==> src/rtl/fetch_queue_unit_pkg.sv <==
// rtl/fetch_queue_unit_pkg.sv - shared types and constants for the fetch queue unit
package fetch_queue_unit_pkg;

   localparam logic [31:0] RESET_PC_DEFAULT = 32'h0000_3000;
   localparam logic [31:0] NOP_WORD         = 32'h0000_0000;

   typedef enum logic {
      RUN       = 1'b0,
      SLOT_WAIT = 1'b1
   } fetch_state_e;

   typedef struct packed {
      logic [31:0] pc;
      logic [31:0] instr;
   } fetch_entry_t;

   function automatic logic [31:0] align_pc(input logic [31:0] addr);
      return addr & 32'hFFFF_FFFC;
   endfunction

endpackage

==> src/rtl/fetch_queue_unit_fifo.sv <==
// rtl/fetch_queue_unit_fifo.sv - DEPTH-entry {pc, instr} queue with push/pop and flush (optionally keeping the head)
module fetch_fifo
   import fetch_queue_unit_pkg::*;
#(
   parameter int unsigned DEPTH = 4
) (
   input  logic                       clk_i,
   input  logic                       reset_i,
   input  logic                       push_i,
   input  fetch_entry_t               push_entry_i,
   input  logic                       pop_i,
   input  logic                       flush_i,
   input  logic                       keep_head_i,
   output fetch_entry_t               head_entry_o,
   output logic [$clog2(DEPTH):0]     count_o,
   output logic                       empty_o
);

   localparam int PW = $clog2(DEPTH);
   localparam int CW = PW + 1;

   fetch_entry_t  mem_q [DEPTH];
   logic [PW-1:0] head_q, head_d;
   logic [PW-1:0] tail_q, tail_d;
   logic [CW-1:0] count_q, count_d;
   logic          wr_en;

   always_comb begin
      head_d  = head_q;
      tail_d  = tail_q;
      count_d = count_q;
      wr_en   = 1'b0;
      if (flush_i) begin
         // Keeping the head means the delay slot survives as the only entry.
         if (keep_head_i && (count_q != '0)) begin
            tail_d  = head_q + PW'(1);
            count_d = CW'(1);
         end else begin
            head_d  = '0;
            tail_d  = '0;
            count_d = '0;
         end
      end else begin
         wr_en = push_i;
         if (push_i) tail_d = tail_q + PW'(1);
         if (pop_i)  head_d = head_q + PW'(1);
         count_d = count_q + CW'(push_i) - CW'(pop_i);
      end
   end

   always_ff @(posedge clk_i) begin
      if (reset_i) begin
         head_q  <= '0;
         tail_q  <= '0;
         count_q <= '0;
      end else begin
         head_q  <= head_d;
         tail_q  <= tail_d;
         count_q <= count_d;
      end
   end

   always_ff @(posedge clk_i) begin
      if (wr_en) mem_q[tail_q] <= push_entry_i;
   end

   assign head_entry_o = mem_q[head_q];
   assign count_o      = count_q;
   assign empty_o      = (count_q == '0);

endmodule

==> src/rtl/fetch_queue_unit.sv <==
// rtl/fetch_queue_unit.sv - MIPS fetch stage: sequential PC issue, epoch-tagged ROM reads, delay-slot redirects
// Optional IFU_ALIGN_CHECK_EN: misaligned redirect targets set a sticky flag and stop fetch after the slot.
module fetch_queue_unit
   import fetch_queue_unit_pkg::*;
#(
   parameter int unsigned DEPTH    = 4,
   parameter logic [31:0] RESET_PC = RESET_PC_DEFAULT
) (
   input  logic        clk,
   input  logic        reset,
   output logic [31:0] imem_addr,
   output logic        imem_req,
   input  logic [31:0] imem_data,
   output logic        out_valid,
   output logic [31:0] out_instr,
   output logic [31:0] out_pc,
   input  logic        out_ready,
   input  logic        redirect,
   input  logic [31:0] redirect_addr,
   output logic        misaligned
);

   localparam int CW = $clog2(DEPTH) + 1;

   fetch_state_e  state_q, state_d;
   logic [31:0]   fetch_pc_q, fetch_pc_d;
   logic [31:0]   saved_target_q, saved_target_d;
   logic [31:0]   inflight_pc_q;
   logic          epoch_q, inflight_q, inflight_epoch_q;
   logic [31:0]   target;
   logic          stopped, issue, pop, resp_ok;
   logic          push, flush, keep_head, fifo_empty;
   logic [CW-1:0] count;
   fetch_entry_t  head, resp_entry;

   assign target = align_pc(redirect_addr);

`ifdef IFU_ALIGN_CHECK_EN
   logic misaligned_q;
   always_ff @(posedge clk) begin
      if (reset)
         misaligned_q <= 1'b0;
      else if (redirect && (redirect_addr[1:0] != 2'b00))
         misaligned_q <= 1'b1;
   end
   assign stopped = misaligned_q;
`else
   assign stopped = 1'b0;
`endif
   assign misaligned = stopped;

   assign pop     = out_valid && out_ready;
   assign resp_ok = inflight_q && (inflight_epoch_q == epoch_q);
   assign resp_entry = '{pc: inflight_pc_q, instr: imem_data};

   // Redirect with a non-empty queue: a same-cycle pop was the slot, otherwise the head is.
   always_comb begin
      push      = resp_ok;
      flush     = 1'b0;
      keep_head = 1'b0;
      if (redirect && !fifo_empty) begin
         push      = 1'b0;
         flush     = 1'b1;
         keep_head = !pop;
      end
   end

   always_ff @(posedge clk) begin
      if (reset) state_q <= RUN;
      else       state_q <= state_d;
   end

   always_comb begin
      state_d = state_q;
      case (state_q)
         RUN:       if (redirect && fifo_empty && !resp_ok) state_d = SLOT_WAIT;
         SLOT_WAIT: if (issue) state_d = RUN;
      endcase
   end

   always_comb begin
      issue = 1'b0;
      if (!reset && !redirect && ((count + CW'(inflight_q)) < CW'(DEPTH))) begin
         case (state_q)
            RUN:       issue = !stopped;
            SLOT_WAIT: issue = 1'b1;
         endcase
      end
   end

   always_comb begin
      fetch_pc_d     = fetch_pc_q;
      saved_target_d = saved_target_q;
      if (redirect) begin
         if (state_d == SLOT_WAIT) saved_target_d = target;
         else                      fetch_pc_d     = target;
      end else if (issue) begin
         fetch_pc_d = (state_q == SLOT_WAIT) ? saved_target_q : fetch_pc_q + 32'd4;
      end
   end

   always_ff @(posedge clk) begin
      if (reset) begin
         fetch_pc_q       <= RESET_PC;
         saved_target_q   <= '0;
         epoch_q          <= 1'b0;
         inflight_q       <= 1'b0;
         inflight_epoch_q <= 1'b0;
         inflight_pc_q    <= '0;
      end else begin
         fetch_pc_q       <= fetch_pc_d;
         saved_target_q   <= saved_target_d;
         epoch_q          <= epoch_q ^ redirect;
         inflight_q       <= issue;
         inflight_epoch_q <= epoch_q;
         inflight_pc_q    <= fetch_pc_q;
      end
   end

   fetch_fifo #(.DEPTH(DEPTH)) u_fifo (
      .clk_i        (clk),
      .reset_i      (reset),
      .push_i       (push),
      .push_entry_i (resp_entry),
      .pop_i        (pop),
      .flush_i      (flush),
      .keep_head_i  (keep_head),
      .head_entry_o (head),
      .count_o      (count),
      .empty_o      (fifo_empty)
   );

   assign imem_req  = issue;
   assign imem_addr = fetch_pc_q;
   assign out_valid = !fifo_empty;
   assign out_pc    = head.pc;
   assign out_instr = out_valid ? head.instr : NOP_WORD;

   slot_wait_no_redirect: assert property (@(posedge clk) disable iff (reset)
      !(state_q == SLOT_WAIT && redirect));

endmodule

==> config.mk <==
export PLATFORM = sky130hd
export DESIGN_NAME = fetch_queue_unit
export DESIGN_NICKNAME = d
export VERILOG_FILES = /design/src/rtl/fetch_queue_unit_pkg.sv /design/src/rtl/fetch_queue_unit_fifo.sv /design/src/rtl/fetch_queue_unit.sv
export SDC_FILE = /design/constraint.sdc
export NUM_CORES = 1
export LEC_CHECK = 0
export CAP_MARGIN = 10
export CORE_UTILIZATION = 40
export CTS_BUF_LIST = sky130_fd_sc_hd__clkbuf_4 sky130_fd_sc_hd__clkbuf_8 sky130_fd_sc_hd__clkbuf_16
export DETAILED_ROUTE_END_ITERATION = 8
export PLACE_DENSITY = 0.67
export SKIP_CTS_REPAIR_TIMING = 1
export SYNTH_ARGS = -nofsm -noshare
export SYNTH_HDL_FRONTEND = slang
export SYNTH_SLANG_ARGS = --single-unit
==> constraint.sdc <==
create_clock -name clk -period 6.3 [get_ports clk]
set_input_delay 1.89 -clock clk [delete_from_list [all_inputs] [get_ports clk]]
set_output_delay 1.89 -clock clk [all_outputs]
set_load 0.03 [all_outputs]
==> results of run 1 <==
cell usage after synthesis (all sizes together), types with 4 or more instances:
| cell type | count |
|---|---|
| nor2b | 27 |
| nand3 | 17 |
| and2 | 40 |
| buf | 28 |
| nor4 | 6 |
| a31oi | 6 |
| xnor2 | 7 |
| o211ai | 10 |
| a21oi | 64 |
| nor3 | 11 |
| mux2i | 10 |
| clkbuf | 38 |
| edfxtp | 248 |
| xor2 | 7 |
| ha | 7 |
| a211oi | 11 |
| inv | 17 |
| dfxtp | 103 |
| o21a | 4 |
| nand2 | 96 |
| nor2 | 38 |
| o31ai | 6 |
| mux4 | 62 |
| o21ai | 36 |
| nand4 | 8 |
| and4 | 4 |
per-stage QoR:
step | cells | hold slack (ns) | instance area (µm²) | total power, mW
floorplan | 954 | 0.431 | 13900 | 4.04
global placement | 1503 | 0.437 | 15900 | 4.70
detailed placement | 1503 | 0.442 | 15900 | 4.72
CTS | 1571 | 0.450 | 17200 | 6.96
global route | 1571 | 0.469 | 17200 | 7.20
finish | 1571 | 0.450 | 17200 | 6.89
worst reg2reg max path: cells and delay by family, from the launching register on:
kind	cells	cell delay [ns]
AND/OR/NAND/NOR	4	1.80
flip-flops	1	0.33
buffers and inverters	1	0.27
worst max-delay path by stage:
stage	startpoint	end	slack, ns	cells past startpoint
CTS	redirect	imem_req	0.87	5
global placement	redirect	imem_req	0.89	5
floorplan	reset	imem_req	1.74	4
detailed placement	redirect	imem_req	0.89	5
global route	redirect	imem_req	0.76	5
finish	redirect	imem_req	0.87	5
report_power, final:
group | switching (mW) | internal (mW)
clock network | 0.864 | 1.37
registers | 0.228 | 2.71
logic | 0.992 | 0.727
layout make-up:
class	instances	area (µm²)	area share [%]
well taps	448	561	3.26
clock buffers	54	1150	6.71
flip-flops and latches	351	9520	55.4
inverters	17	63.8	0.371
repair buffers	167	1660	9.66
multi-input cells	520	4090	23.8
clock inverters	14	134	0.779
layer usage:
layer / global-route usage [%] / share of wire, % / vias up
met2: 26.4 / 46 / 302
met5: 0 / 0.037 / -
met3: 3.24 / 5.7 / 51
met1: 24.4 / 46 / 4110
met4: 4.47 / 2.0 / 2
li1: - / - / 3872
cells in the final DEF (no fill, tap or decap), types with 4 or more instances in the layout:
cell,count
o211ai_1,10
buf_4,7
a21oi_1,63
edfxtp_1,248
a31oi_1,6
nor2_1,38
conb_1,5
nand4_1,5
nor3_1,11
ha_1,7
a211oi_1,10
and4_1,4
xor2_1,7
mux2i_1,10
mux4_2,62
and2_1,36
dfxtp_1,100
o21ai_0,34
nor2b_1,27
clkinvlp_4,4
clkbuf_16,42
clkdlybuf4s50_1,158
o31ai_1,4
nand2_1,96
nand3_1,17
xnor2_1,7
o21a_1,4
inv_1,17
clkbuf_4,10
and2_4,4
registers in the layout (all words and copies together), names as in the netlist, 2 cells and up, named ones only:
name / cells
u_fifo.mem_q: 248
imem_addr: 30
inflight_pc_q: 30
saved_target_q: 30
u_fifo.count_o: 3
u_fifo.head_q: 2
u_fifo.tail_q: 2
cells by family (layout without fill, tap and decap cells):
kind of cell | count (synthesis) | in the layout
adder cells (fa/ha/maj) | 8 | 8
flip-flops | 351 | 351
XOR/XNOR | 14 | 14
other | 1 | 5
multiplexers | 72 | 72
buffers and inverters | 83 | 252
AO/OA/AOI/OAI | 158 | 158
AND/OR/NAND/NOR | 263 | 263
==> metrics.md, run 1 <==
| Metric | Value |
|---|---|
| Run status | finished, final reports clean |
| Xor-xnor portion of the synthesized cell area | 0.881% |
| Slowest stage delay, CP | 0.72 ns |
| Depth of the CTS H-tree | 2 |
| CP dominant cell by count | clkdlybuf4s50_1 |
| Post-DRT Antenna Nets | 0 |
| Max-slew violations | 0 |
| Final setup violation count | 0 |
| Hold Crit Class | flop to flop |
| GR Overflow Total | 0 |
| Syn avg cell area | 14.6 µm² |
| Yosys warning total | 0 |
| Ports | 167 |
| Drt pass-1 iters | 5 |
| Worst Setup Path Type | primary input to output port |
| Vias/cell | 5.31 |
| Clk slew on worst S/H paths | 0.06 ns |
| Mapped cell area | 0.0139 mm² |
| Worst-path cell chain | clkdlybuf4s50_1 > nor2_1 > o21ai_1 > inv_1 > clkdlybuf4s50_1 |
| Post-layout net count | 1172 |
| Distinct cells, synth | 61 |
| Via Count | 8337 |
| Row Count | 67 |
| Iteration-0 DRC Markers | 632 |
| Initial Util | 41.1% |
| Synth Area in Simple Gates | 9.59% |
| Die ar. | 0.0355 mm² |
| Pleak | 5.62 nW |
| Synth Instances | 950 |
| Post-synth EDFFs | 248 |
| Max Cap Viol | 0 |
| PortBufs | 159 |
| Core Area | 0.0339 mm² |
| Req. time, crit path | 4.41 ns |
| Clk_lat worst skew | 0.51 ns |
| CTS Root Cell | clkbuf_16 |
| VDD IR max | 0.000218 V |
| Mux cell area share after synthesis | 10.8% |
| Largest net degree at the start of global routing | 63 |
| Critical-path top delay cell | clkdlybuf4s50_1 |
| Hold Crit Depth | 2 |
| Drt drc | 0 |
| Top_reg_cell synth | edfxtp_1 |
| CP Data Arrival Time | 3.54 ns |
| RR Endpoint | u_fifo.mem_q[3][2] |
| First-pass GRT wire length | 46900 µm |
| HPWL after DPL | 17600 µm |
| Finished Core Util | 50.7% |
| Vias in the first global route | 8082 |
| CP endpoint kind | output port |
| Max frequency | 184 MHz |
| Proportion of layout cells with a drive suffix above 1 | 13.9% |
| Filler cells | 2837 |
| Die X-Extent | 189 µm |
| Clock buffer count from CTS | 39 |
| Clock sink total | 351 |
| Synth Area in Adders | 0.773% |
| Area growth syn-to-layout | 23.5% |
| Wirelength per Cell | 19.1 µm |
| CTS Buffer Depth | 3 |
| Seq cells post-synth | 351 |
| Crit path buffers/inverters | 3 |
| Die Height | 189 µm |
| # diodes | 0 |
| Total GRT Usage | 16.9% |
| Place WS | 0.889 ns |
| Hold EP | saved_target_q[20] |
| PwrDens | 401 mW/mm² |
| WL final | 30000 µm |
| Final GP Congestion | 0.826 |
| Synth top area share | 53.5% |
| TritonCTS clock tree | done |
| R2R setup slack | 3.49 ns |
| Async S/R FF share, synth | 0% |
| Final setup margin | 0.869 ns |
| Top delay family on crit path | buffers and inverters |
| Reg2reg start | u_fifo.count_o[2] |
| Slew Limit Headroom | 23.3% |
| Worst slew pin tran | 1.15 ns |
| Crit path max fanout | 5 |
| Top cells by area, synth | edfxtp_1 (54%), dfxtp_1 (15%), mux4_2 (10%) |
| Unrepaired setup endpoints after global routing | no |
| Post-layout min period | 5.43 ns |
| Compound-Gate Fraction of Synth Area | 7.07% |
| Final Hold Violating Endpoints | 0 |
| Synth area leader | edfxtp_1 |
| Register area share after synthesis | 68.3% |
| Clk_skew | 0.00851 ns |
| R2r worst-path depth | 5 |
| Initial antenna violation count | 1 |
| Setup TNS | 0 ns |
| Largest family of logic cells by synthesized area | multiplexers |
| Period utilisation layout | 86.2% |
| Startpoint types | primary input |
| Critical hold path startpoint | saved_target_q[20] |
Note: power is estimated with default switching activity, not from simulation.
==> run 2, diff against run 1 <==
GPL_ROUTABILITY_DRIVEN = 1   (was not set)
==> results of run 2 <==
No change in the layout: final DEF, timing and power equal those of run 1.
